[config.mk]
export PLATFORM = sky130hd
export DESIGN_NAME = alu_arbiter_flat
export DESIGN_NICKNAME = d
export VERILOG_FILES = /design/src/rtl/alu_arbiter_pkg.sv /design/src/rtl/alu_arbiter_if.sv /design/src/rtl/alu_arbiter_rr_arbiter_2.sv /design/src/rtl/alu_arbiter.sv /design/src/flat_wrapper.sv
export SDC_FILE = /design/constraint.sdc
export NUM_CORES = 1
export LEC_CHECK = 0
export ABC_AREA = 0
export CAP_MARGIN = 40
export CELL_PAD_IN_SITES_DETAIL_PLACEMENT = 1
export CELL_PAD_IN_SITES_GLOBAL_PLACEMENT = 1
export CORE_ASPECT_RATIO = 0.75
export CORE_MARGIN = 2
export CORE_UTILIZATION = 31
export DETAILED_ROUTE_END_ITERATION = 7
export HOLD_SLACK_MARGIN = 0.05
export PLACE_DENSITY = 0.89
export SYNTH_ARGS = -nofsm -noshare
export SYNTH_HDL_FRONTEND = slang
export SYNTH_SLANG_ARGS = --single-unit
export TNS_END_PERCENT = 5
[constraint.sdc]
create_clock -name clk -period 2.15 [get_ports clk]
set_input_delay 0.43 -clock clk [delete_from_list [all_inputs] [get_ports clk]]
set_output_delay 0.43 -clock clk [all_outputs]
set_load 0.03 [all_outputs]
[src/rtl/alu_arbiter_pkg.sv]
// Shared types and constants for the two-requester ALU arbiter/sequencer.
// Widths are fixed: 8-bit data, 3-bit op, 4-bit {C,N,O,Z} flags.
package alu_arbiter_pkg;

    localparam int DATA_W = 8;
    localparam int OP_W   = 3;
    localparam int FLAG_W = 4;

    localparam int FLAG_C = 3;
    localparam int FLAG_N = 2;
    localparam int FLAG_O = 1;
    localparam int FLAG_Z = 0;

    typedef enum logic [OP_W-1:0] {
        OP_ADD = 3'b000,
        OP_SUB = 3'b001,
        OP_OR  = 3'b010,
        OP_AND = 3'b011,
        OP_NOT = 3'b100,
        OP_CMP = 3'b101,
        OP_SHR = 3'b110,
        OP_SHL = 3'b111
    } alu_op_e;

    typedef enum logic [1:0] {
        ST_IDLE    = 2'd0,
        ST_ISSUE   = 2'd1,
        ST_CAPTURE = 2'd2
    } state_e;

    typedef struct packed {
        logic [OP_W-1:0]   op;
        logic [DATA_W-1:0] a;
        logic [DATA_W-1:0] b;
    } alu_req_t;

endpackage

[src/rtl/alu_arbiter_if.sv]
// Requester-side bundle: request/operand inputs, grant/done pulses and the
// captured result. master = requesters, slave = arbiter.
interface alu_arbiter_if;
    import alu_arbiter_pkg::*;

    logic              req0, req1;
    logic [OP_W-1:0]   op0, op1;
    logic [DATA_W-1:0] a0, b0, a1, b1;
    logic              gnt0, gnt1;
    logic              done0, done1;
    logic [DATA_W-1:0] result;
    logic [FLAG_W-1:0] flags;
    logic              busy;

    modport master (
        output req0, req1, op0, op1, a0, b0, a1, b1,
        input  gnt0, gnt1, done0, done1, result, flags, busy
    );

    modport slave (
        input  req0, req1, op0, op1, a0, b0, a1, b1,
        output gnt0, gnt1, done0, done1, result, flags, busy
    );
endinterface

[src/rtl/alu_arbiter_rr_arbiter_2.sv]
// Combinational two-way round-robin pick. On contention the requester that
// was not granted last wins.
module rr_arbiter_2 (
    input  logic req0,
    input  logic req1,
    input  logic last,
    output logic winner,
    output logic valid
);
    assign valid  = req0 | req1;
    assign winner = (req0 && req1) ? ~last : req1;
endmodule

[src/rtl/alu_arbiter.sv]
// Shares one registered 8-bit ALU between two requesters: arbitrate in IDLE,
// hold ALU inputs through ISSUE and CAPTURE, then return result with a done pulse.
module alu_arbiter
    import alu_arbiter_pkg::*;
(
    input  logic              clk,
    input  logic              rst_n,
    alu_arbiter_if.slave      bus,
    output logic [OP_W-1:0]   alu_op,
    output logic [DATA_W-1:0] alu_a,
    output logic [DATA_W-1:0] alu_b,
    output logic              alu_en_out,
    input  logic [DATA_W-1:0] alu_out,
    input  logic [FLAG_W-1:0] alu_flags
);
    state_e   state;
    logic     last;
    logic     owner;
    logic     win;
    logic     win_vld;
    alu_req_t pick;

    rr_arbiter_2 u_rr (
        .req0   (bus.req0),
        .req1   (bus.req1),
        .last   (last),
        .winner (win),
        .valid  (win_vld)
    );

    always_comb begin
        pick = '{op: bus.op0, a: bus.a0, b: bus.b0};
        if (win) pick = '{op: bus.op1, a: bus.a1, b: bus.b1};
    end

    // alu_op/a/b double as the operand latches, so they hold in IDLE.
    always_ff @(posedge clk or negedge rst_n) begin
        if (!rst_n) begin
            state      <= ST_IDLE;
            last       <= 1'b1;
            owner      <= 1'b0;
            alu_op     <= '0;
            alu_a      <= '0;
            alu_b      <= '0;
            alu_en_out <= 1'b0;
            bus.gnt0   <= 1'b0;
            bus.gnt1   <= 1'b0;
            bus.done0  <= 1'b0;
            bus.done1  <= 1'b0;
            bus.result <= '0;
            bus.flags  <= '0;
            bus.busy   <= 1'b0;
        end else begin
            bus.gnt0  <= 1'b0;
            bus.gnt1  <= 1'b0;
            bus.done0 <= 1'b0;
            bus.done1 <= 1'b0;
            case (state)
                ST_IDLE: begin
                    if (win_vld) begin
                        state    <= ST_ISSUE;
                        owner    <= win;
                        last     <= win;
                        alu_op   <= pick.op;
                        alu_a    <= pick.a;
                        alu_b    <= pick.b;
                        bus.gnt0 <= ~win;
                        bus.gnt1 <= win;
                        bus.busy <= 1'b1;
                    end
                end
                ST_ISSUE: begin
                    state      <= ST_CAPTURE;
                    alu_en_out <= 1'b1;
                end
                ST_CAPTURE: begin
                    state      <= ST_IDLE;
                    alu_en_out <= 1'b0;
                    bus.busy   <= 1'b0;
                    bus.result <= alu_out;
                    bus.flags  <= alu_flags;
                    bus.done0  <= ~owner;
                    bus.done1  <= owner;
                end
                default: begin
                    state      <= ST_IDLE;
                    alu_en_out <= 1'b0;
                    bus.busy   <= 1'b0;
                end
            endcase
        end
    end
endmodule
[src/flat_wrapper.sv]
// flat-port wrapper written by rule: the top's interface ports become plain ports
module alu_arbiter_flat import alu_arbiter_pkg::*;
  (clk, rst_n, alu_op, alu_a, alu_b, alu_en_out, alu_out, alu_flags, bus_req0, bus_req1, bus_op0, bus_op1, bus_a0, bus_b0, bus_a1, bus_b1, bus_gnt0, bus_gnt1, bus_done0, bus_done1, bus_result, bus_flags, bus_busy);
  alu_arbiter_if bus_i ();
  input  logic clk;
  input  logic rst_n;
  output logic [OP_W-1:0] alu_op;
  output logic [DATA_W-1:0] alu_a;
  output logic [DATA_W-1:0] alu_b;
  output logic alu_en_out;
  input  logic [DATA_W-1:0] alu_out;
  input  logic [FLAG_W-1:0] alu_flags;
  input wire logic [$bits(bus_i.req0)-1:0] bus_req0;
  input wire logic [$bits(bus_i.req1)-1:0] bus_req1;
  input wire logic [$bits(bus_i.op0)-1:0] bus_op0;
  input wire logic [$bits(bus_i.op1)-1:0] bus_op1;
  input wire logic [$bits(bus_i.a0)-1:0] bus_a0;
  input wire logic [$bits(bus_i.b0)-1:0] bus_b0;
  input wire logic [$bits(bus_i.a1)-1:0] bus_a1;
  input wire logic [$bits(bus_i.b1)-1:0] bus_b1;
  output wire logic [$bits(bus_i.gnt0)-1:0] bus_gnt0;
  output wire logic [$bits(bus_i.gnt1)-1:0] bus_gnt1;
  output wire logic [$bits(bus_i.done0)-1:0] bus_done0;
  output wire logic [$bits(bus_i.done1)-1:0] bus_done1;
  output wire logic [$bits(bus_i.result)-1:0] bus_result;
  output wire logic [$bits(bus_i.flags)-1:0] bus_flags;
  output wire logic [$bits(bus_i.busy)-1:0] bus_busy;
  assign bus_i.req0 = bus_req0;
  assign bus_i.req1 = bus_req1;
  assign bus_i.op0 = bus_op0;
  assign bus_i.op1 = bus_op1;
  assign bus_i.a0 = bus_a0;
  assign bus_i.b0 = bus_b0;
  assign bus_i.a1 = bus_a1;
  assign bus_i.b1 = bus_b1;
  assign bus_gnt0 = bus_i.gnt0;
  assign bus_gnt1 = bus_i.gnt1;
  assign bus_done0 = bus_i.done0;
  assign bus_done1 = bus_i.done1;
  assign bus_result = bus_i.result;
  assign bus_flags = bus_i.flags;
  assign bus_busy = bus_i.busy;
  alu_arbiter u_core (.clk(clk), .rst_n(rst_n), .bus(bus_i), .alu_op(alu_op), .alu_a(alu_a), .alu_b(alu_b), .alu_en_out(alu_en_out), .alu_out(alu_out), .alu_flags(alu_flags));
endmodule
* Word level (Yosys, flattened, before mapping) *
Index checks and enable logic that the tools add are counted.

storage, ports and cells
  register bits = 41
  bits of input ports = 54
  output and inout port bits = 37
  logic and storage cells = 39

cells by class
  equal/unequal tests = 3
  mux-type cells = 13
  bitwise gates (word level) = 5
  reduce and logical (&&, ||, !) cells = 4

operator list
  cell                  count
  $mux W19              1
  $mux W1               8
  $not A1 Y1            4
  $pmux W1 S2           2
  $pmux W2 S2           1
  $reduce_and A2 Y1     2
  $eq A2 B1 Y1 const B  1
  $eq A2 B2 Y1 const B  1
  $logic_not A2 Y1      1
  $mux W2               1
  $ne A2 B2 Y1 const B  1
  $logic_and A1 B1 Y1   1
  $or A1 B1 Y1          1

* Longest topological paths before layout *
Gate-level depths: netlist of the first run.

  depth after elaboration = 5
  mapped depth = 5
  mapped depth without buffers = 4

* Cells and area by module *
Synthesis of the first run repeated with hierarchy kept, for this count alone.

second synthesis, totals
  cells, all modules = 113
  area, all modules = 1819.2 um^2

modules (own cells, without submodules)
  module        times used  cells each  area each (um^2)  sequential area each (um^2)
  alu_arbiter   1           111         1805.5            1027.2
  rr_arbiter_2  1           2           13.8              0.0

* Worst setup path after synthesis of the first run *
Ideal clock, no wire load.

  kind = in2reg
  start = input port bus_req1
  end = register u_core.alu_a[7]
  library setup time = 126 ps
  arrival time = 1359 ps
  data required time = 2024 ps
  setup slack = 665 ps
  stages on the path = 5
  buffers on the path = 2
  cell sequence = or2_1 -> buf_6 -> and3_4 -> buf_6 -> a221o_1

on the way
  cells in the longest elaborated chain, start to end = 3
  elaborated cells between the ends (all ways) = 5
  classes of those cells = 2 x mux; 1 x bitwise; 2 x reduce/logical

ends and longest elaborated chain
  what                  RTL line                        text
  from (decl)           flat_wrapper.sv:14              input wire logic [$bits(bus_i.req1)-1:0] bus_req1;
  $logic_and A1 B1 Y1   alu_arbiter_rr_arbiter_2.sv:11  assign winner = (req0 && req1) ? ~last : req1;
  $mux W1               alu_arbiter_rr_arbiter_2.sv:11
  $mux W19              alu_arbiter.sv:33               if (win) pick = '{op: bus.op1, a: bus.a1, b: bus.b1};
  to (signal assigned)  alu_arbiter.sv:65               alu_a <= pick.a;
  to (decl)             alu_arbiter.sv:10               output logic [DATA_W-1:0] alu_a,

Parallel ways exist; a longest one is shown, timed or not.
A chain may end at the register's enable or synchronous reset.

* Worst setup path after layout of the first run *
  start = register u_core.alu_op[1]
  end = output port alu_op[1]

RTL lines
  what                    RTL line           text
  from (decl)             alu_arbiter.sv:9   output logic [OP_W-1:0] alu_op,
  from (signal assigned)  alu_arbiter.sv:64  alu_op <= pick.op;
  to (decl)               flat_wrapper.sv:7  output logic [OP_W-1:0] alu_op;

No word-level cell between the ends.

==> results.tsv, run 1 <==
stage	metric	value	unit
critical_path	cp.required	1.72	ns
floorplan	dieArea	5950	µm²
floorplan	initial_core_util	0.316	
layout	area_growth	66.2	%
floorplan	ioPinCount	91	
clock_network	h-tree-depth	2	
critical_path	cp-end-kind	output pin	
clock_network	cts_buffers	5	
synth	synth_top_area_frac	0.604	
grt	grt_pass1_vias	1541	
critical_path	startpoint	u_core.alu_op[1]	
flow_run	drv_cap	0	
pwr	ir_drop	0.460	mV
placement	io_buffers	90	
synth	synth_nets	189	
critical_path	path_cells	clkdlybuf4s50_1	
grt	grt_max_degree	22	
sta	fin_tns_setup	0	ns
detailed_routing	wl	4.72	mm
clock_network	clock_latency	0.29	ns
grt	grt.overflow.total	0	
critical_path	critPathKind	flip-flop to output pin	
layout	fillers	580	
critical_path	critPathSlowestCell	clkdlybuf4s50_1	
floorplan	die_h	67.3	µm
sta	max_slew_margin	0.562	
grt	groute.usage.overall	0.167	
synth	ys_ff_latch	41	
floorplan	die_width	88.4	µm
detailed_routing	via_count	1440	
synth	ys_warn_count	0	
sta	tightest_slew	0.657	ns
layout	nets	284	
sta	rsz0062_at_grt	no	
worst_hold_path	hold_class	primary input to asynchronous set/reset pin	
floorplan	core	5240	µm²
detailed_routing	viasPerCell	4.72	
synth	synth_area	1660	µm²
layout	final_util	0.526	
detailed_routing	drcViolationCount	0	
clock_network	post_cts_resized	0	
sta	finalMaxSlewViolations	0	
status	status	complete, no violations	
clock_network	clock_path_buffers	2	
critical_path	cpLargestDelayFamily	buffers and inverters	
synth	synth_cell_types	25	
clock_network	cts_root_buffer	clkbuf_8	
layout	layout_common_cells	clkdlybuf4s50_1 (89), dfrtp_1 (40), nand2_1 (17), mux2_2 (12), and3_1 (11)	
critical_path	r2r_setup_slack	0.68	ns
placement	gp_congestion	0.716	
synth	syn_inst	135	
critical_path	cp_max_fo	2	
pwr	powerDensity	1540	nW/µm²
sta	finalHoldViolations	0	
critical_path	arrival	1.35	ns
sta	period_share	0.828	
critical_path	r2r_start	u_core.state[0]	
placement	hpwl	3.61	mm
layout	final_common_cell	clkdlybuf4s50_1	
clock_network	cts.reportedPaths.clkPinSlew	0.08	ns
layout	diodes	0	
layout	drive_gt1_frac	0.143	
sta	setup_viol	0	
detailed_routing	drtIter0Drc	51	
detailed_routing	wl_per_cell	15.5	µm
detailed_routing	ant_nets	0	
clock_network	tritoncts	done	
critical_path	startpoint_type	flip-flop	
floorplan	rows	23	
sta	fin_skew	0.00695	ns
critical_path	cp_slowest_stage_delay	0.69	ns
detailed_routing	drt_pass1_iterations	4	
clock_network	cts_setup_buffers	0	
pwr	p_leak	1.18	nW
grt	grt_pass1_wl	7.45	mm
critical_path	crit_buf_inv	1	
grt	antenna_found_initial	0	
synth	ys_seq_area_frac	0.620	
synth	yosys.area.top_type	dfrtp_1	
sta	hold_ws	0.105	ns
sta	min_period	1.78	ns
synth	synthTopCellsByArea	dfrtp_1 (60%), mux2_2 (8.2%), a221o_1 (5.4%), and3_1 (4.2%), nand2_1 (3.9%)	
clock_network	hold_buffers	0	
clock_network	clock-sinks	41	
synth	synth_area_per_cell	12.3	µm²
sta	fmax	562	MHz
==> layer usage <==
layer | wire [µm] | vias up | global-route usage | part of all wire
li1 | - | 671 | - | -
met1 | 1980 | 712 | 0.200 | 0.42
met2 | 2320 | 50 | 0.278 | 0.49
met4 | 82 | 0 | 0.0644 | 0.017
met3 | 346 | 7 | 0.0575 | 0.073
met5 | 0 | - | 0 | 0
==> sequential cells by signal, indices dropped and copies added (netlist names) <==
name,count
u_core.state,2
u_core.bus.flags,4
u_core.alu_en_out,1
u_core.alu_a,8
u_core.owner,1
u_core.bus.done0,1
u_core.last,1
u_core.bus.done1,1
u_core.alu_b,8
u_core.bus.gnt0,1
u_core.bus.busy,1
u_core.bus.result,8
u_core.alu_op,3
u_core.bus.gnt1,1
==> cell usage after synthesis <==
| master | number |
|---|---|
| a21bo_2 | 1 |
| a21boi_2 | 1 |
| a21o_1 | 1 |
| a21oi_1 | 8 |
| a221o_1 | 9 |
| a221o_2 | 2 |
| a31oi_1 | 8 |
| and3_1 | 11 |
| and3_4 | 1 |
| buf_2 | 3 |
| buf_6 | 2 |
| clkbuf_1 | 3 |
| clkinv_1 | 1 |
| dfrtp_1 | 40 |
| dfstp_2 | 1 |
| inv_1 | 2 |
| mux2_2 | 12 |
| nand2_1 | 17 |
| nand2b_1 | 1 |
| nor2_1 | 6 |
| nor2b_1 | 1 |
| o21ai_0 | 1 |
| o22ai_1 | 1 |
| or2_1 | 1 |
| or2_2 | 1 |
==> worst paths after layout <==
check                                       endpoint  depth (start not counted)
worst max-delay path                       alu_op[1]                          1
worst min-delay path                 u_core.alu_a[6]                          1
worst max register to register  u_core.bus.result[7]                          2
worst min register to register      u_core.bus.done0                          1
max in group asynchronous       u_core.bus.result[4]                          2
min in group clk                    u_core.bus.done0                          1
==> kinds of logic (layout without fill, tap and decap cells) <==
logic type	count (synthesis)	count (layout)	synth area share
flops	41	41	0.620
simple gates	39	39	0.116
compound gates	32	32	0.147
mux	12	12	0.0816
buf+inv	11	106	0.0362
==> area by class of cell <==
| type | instances | area (µm²) | share of cell area |
|---|---|---|---|
| Clock buffer | 6 | 82.6 | 0.0300 |
| Clock inverter | 1 | 7.51 | 0.00273 |
| Inverter | 3 | 11.3 | 0.00409 |
| Multi-Input combinational cell | 83 | 569 | 0.207 |
| Sequential cell | 41 | 1030 | 0.373 |
| Tap cell | 75 | 93.8 | 0.0341 |
| Timing Repair Buffer | 96 | 961 | 0.349 |
==> power by group <==
group / total (mW) / internal, mW / switching [mW]
Combinational: 2.35 / 1.07 / 1.28
Clock: 0.516 / 0.254 / 0.263
Sequential: 1.37 / 1.16 / 0.210
==> per-stage QoR <==
stage	cell area (µm²)	setup slack, ns	cells	power [mW]
5_1_grt	2750	0.322	305	4.49
4_1_cts	2750	0.361	305	4.29
3_3_place_gp	2640	0.288	297	3.68
2_1_floorplan	1660	0.665	135	2.74
3_5_place_dp	2660	0.239	298	3.76
6_report	2750	0.371	305	4.23
==> worst register-to-register path, delay by kind of cell, from the launching register on <==
kind	cells	cell delay [ns]
and+or+nand+nor	1	0.55
DFF	1	0.39
muxes	1	0.41
Power figures use the tool's default switching activity.
==> inputs of run 2 (changes only) <==
--- a/config.mk
+++ b/config.mk
@@ -11,10 +11,10 @@
 export CELL_PAD_IN_SITES_GLOBAL_PLACEMENT = 1
 export CORE_ASPECT_RATIO = 0.75
 export CORE_MARGIN = 2
-export CORE_UTILIZATION = 31
+export CORE_UTILIZATION = 26
 export DETAILED_ROUTE_END_ITERATION = 7
 export HOLD_SLACK_MARGIN = 0.05
-export PLACE_DENSITY = 0.89
+export PLACE_DENSITY = 0.8
 export SYNTH_ARGS = -nofsm -noshare
 export SYNTH_HDL_FRONTEND = slang
 export SYNTH_SLANG_ARGS = --single-unit
==> constraint.sdc (replaced) <==
create_clock -name clk -period 1.55 [get_ports clk]
set_input_delay 0.31 -clock clk [delete_from_list [all_inputs] [get_ports clk]]
set_output_delay 0.31 -clock clk [all_outputs]
set_load 0.03 [all_outputs]
==> run 2 against run 1 <==
Critical path depth grew 4. Core utilization is 7.8 points lower. Clock power increased by 45%. Combinational power up 30%. Highest routed layer unchanged.
==> results.tsv, run 2 (synthesis gave the netlist of run 1 again) <==
stage	metric	value	unit
critical_path	r2r_start	u_core.state[0]	
sta	fmax	692	MHz
clock_network	cts_buffers	5	
clock_network	clock_path_buffers	2	
sta	period_share	0.933	
floorplan	rows	25	
layout	multi_input_area	572	µm²
flow_run	drv_cap	0	
sta	tightest_slew	0.395	ns
critical_path	startpoint_type	primary input	
sta	rsz0062_at_grt	no	
detailed_routing	via_count	1448	
critical_path	r2r_setup_slack	0.17	ns
layout	fillers	708	
detailed_routing	ant_nets	0	
placement	gp_congestion	0.722	
critical_path	cp_max_fo	11	
critical_path	ff2ff_path_depth	4	
pwr	switchingPower	2.45	mW
critical_path	rr_endpoint	u_core.alu_a[6]	
layout	final_util	0.448	
floorplan	die_width	96.2	µm
floorplan	initial_core_util	0.266	
floorplan	dieArea	7030	µm²
placement	hpwl	3.58	mm
floorplan	ioPinCount	91	
worst_hold_path	holdPathStages	1	
sta	setup_slack	0.104	ns
floorplan	die_h	73.1	µm
sta	finalMaxSlewViolations	0	
grt	grt_pass1_wl	7.73	mm
critical_path	cp_slowest_stage_delay	0.52	ns
critical_path	arrival	1.62	ns
layout	diodes	0	
worst_hold_path	hold_class	flip-flop to flip-flop	
critical_path	path_cells	clkdlybuf4s50_1 > or2_4 > nand2_1 > buf_4 > a221o_2	
pwr	pwr-share-comb	0.539	
sta	fin_tns_setup	0	ns
sta	setup_viol	0	
layout	drive_gt1_frac	0.186	
layout	area_growth	68.3	%
layout	nets	295	
grt	grt_pass1_vias	1578	
detailed_routing	wl	4.68	mm
critical_path	critPathSlowestCell	clkdlybuf4s50_1	
clock_network	h-tree-depth	2	
pwr	p_clk_frac	0.131	
sta	max_slew_margin	0.737	
sta	fin_skew	0.0129	ns
detailed_routing	drtIter0Drc	40	
detailed_routing	viasPerCell	4.48	
placement	io_buffers	90	
grt	grt.overflow.total	0	
pwr	ir_drop	0.678	mV
pwr	power	5.68	mW
critical_path	cp.required	1.73	ns
worst_hold_path	min_to	u_core.bus.done0	
sta	finalHoldViolations	0	
grt	antenna_found_initial	0	
sta	min_period	1.45	ns
placement	pre_cts_ws	-0.260	ns
floorplan	core	6220	µm²
layout	layout_common_cells	clkdlybuf4s50_1 (52), dfrtp_1 (40), dlygate4sd2_1 (37), nand2_1 (17), buf_4 (16)	
clock_network	clock_latency	0.30	ns
critical_path	cp-end-kind	flip-flop	
pwr	p_int	3.24	mW
pwr	p_leak	1.30	nW
critical_path	crit_cells	5	
pwr	seq_power_share	0.329	
detailed_routing	wl_per_cell	14.5	µm
pwr	powerDensity	2040	nW/µm²
clock_network	cts_setup_buffers	0	
pwr	switching_share	0.431	
critical_path	critPathKind	primary input to flip-flop	
layout	regArea	1030	µm²
worst_hold_path	hold_start	u_core.owner	
critical_path	crit_buf_inv	2	
grt	groute.usage.overall	0.145	
critical_path	cpLargestDelayFamily	buffers and inverters	
detailed_routing	drt_pass1_iterations	4	
layout	final_common_cell	clkdlybuf4s50_1	
status	status	complete, no violations	
clock_network	cts.reportedPaths.clkPinSlew	0.09	ns
clock_network	clock-sinks	41	
detailed_routing	drcViolationCount	0	
grt	grt_max_degree	21	
layout	largestRegisters	u_core.alu_a (8), u_core.alu_b (8), u_core.bus.result (8)	
clock_network	tritoncts	done	
clock_network	cts_root_buffer	clkbuf_8	
-- run 2: cell count changes in the layout (fill, tap and decap cells not counted) --
cell             before  now
dlygate4sd3_1         0    1
clkinv_2              0    1
dlygate4sd2_1         0   37
buf_16                1    0
clkinvlp_4            1    0
clkdlybuf4s50_1      89   52
buf_4                 5   16
or2_1                 1    0
clkinv_4              0    1
or2_4                 0    1
-- run 2: repair_timing --
action	CTS	global route
hold endpoints to repair	16	0
hold buffers	1	0
resized for setup	37	1
setup endpoints to repair	37	11
-- run 2: how the worst max path moves through the flow --
| stage | slack (ns) | endpoint | from |
|---|---|---|---|
| floorplan | 0.18 | u_core.alu_a[7] | bus_req1 |
| global placement | -0.22 | u_core.alu_b[0] | bus_req0 |
| detailed placement | -0.26 | u_core.alu_a[6] | bus_req0 |
| CTS | 0.05 | u_core.alu_a[6] | bus_req0 |
| global route | 0.01 | u_core.alu_a[6] | bus_req0 |
| finish | 0.10 | u_core.alu_a[6] | bus_req0 |
-- run 2: per-layer routing --
layer | GRT usage | vias up | wire [µm]
li1 | - | 698 | -
met5 | 0 | - | 0
met1 | 0.189 | 685 | 2120
met2 | 0.234 | 59 | 2120
met3 | 0.0455 | 6 | 393
met4 | 0.0429 | 0 | 46
-- run 2: worst register-to-register path: stages (launching register included) --
cell	delay, ns
dfrtp_1	0.42
nor2_1	0.16
buf_4	0.26
and3_4	0.32
a221o_2	0.17
-- run 2: per-stage QoR --
step / cells / instance area (µm²) / hold WS [ns]
global placement: 314 / 2730 / 0.263
floorplan: 135 / 1660 / 0.0144
CTS: 323 / 2790 / 0.429
global route: 323 / 2790 / 0.471
detailed placement: 314 / 2730 / 0.266
finish: 323 / 2790 / 0.431
-- run 2: power by group through the flow --
stage | registers [mW] | logic (mW) | clock network, mW
floorplan | 2.82 | 0.985 | 0
global placement | 1.89 | 3.37 | 0
CTS | 1.88 | 3.12 | 0.765
finish | 1.87 | 3.06 | 0.747
global route | 1.96 | 3.33 | 0.822
detailed placement | 1.91 | 3.44 | 0
-- run 2: layout make-up --
class / instances / area share
flip-flops and latches: 41 / 0.368
repair buffers: 107 / 0.351
multi-input cells: 83 / 0.205
well taps: 81 / 0.0364
clock buffers: 6 / 0.0296
clock inverters: 2 / 0.00494
inverters: 3 / 0.00404
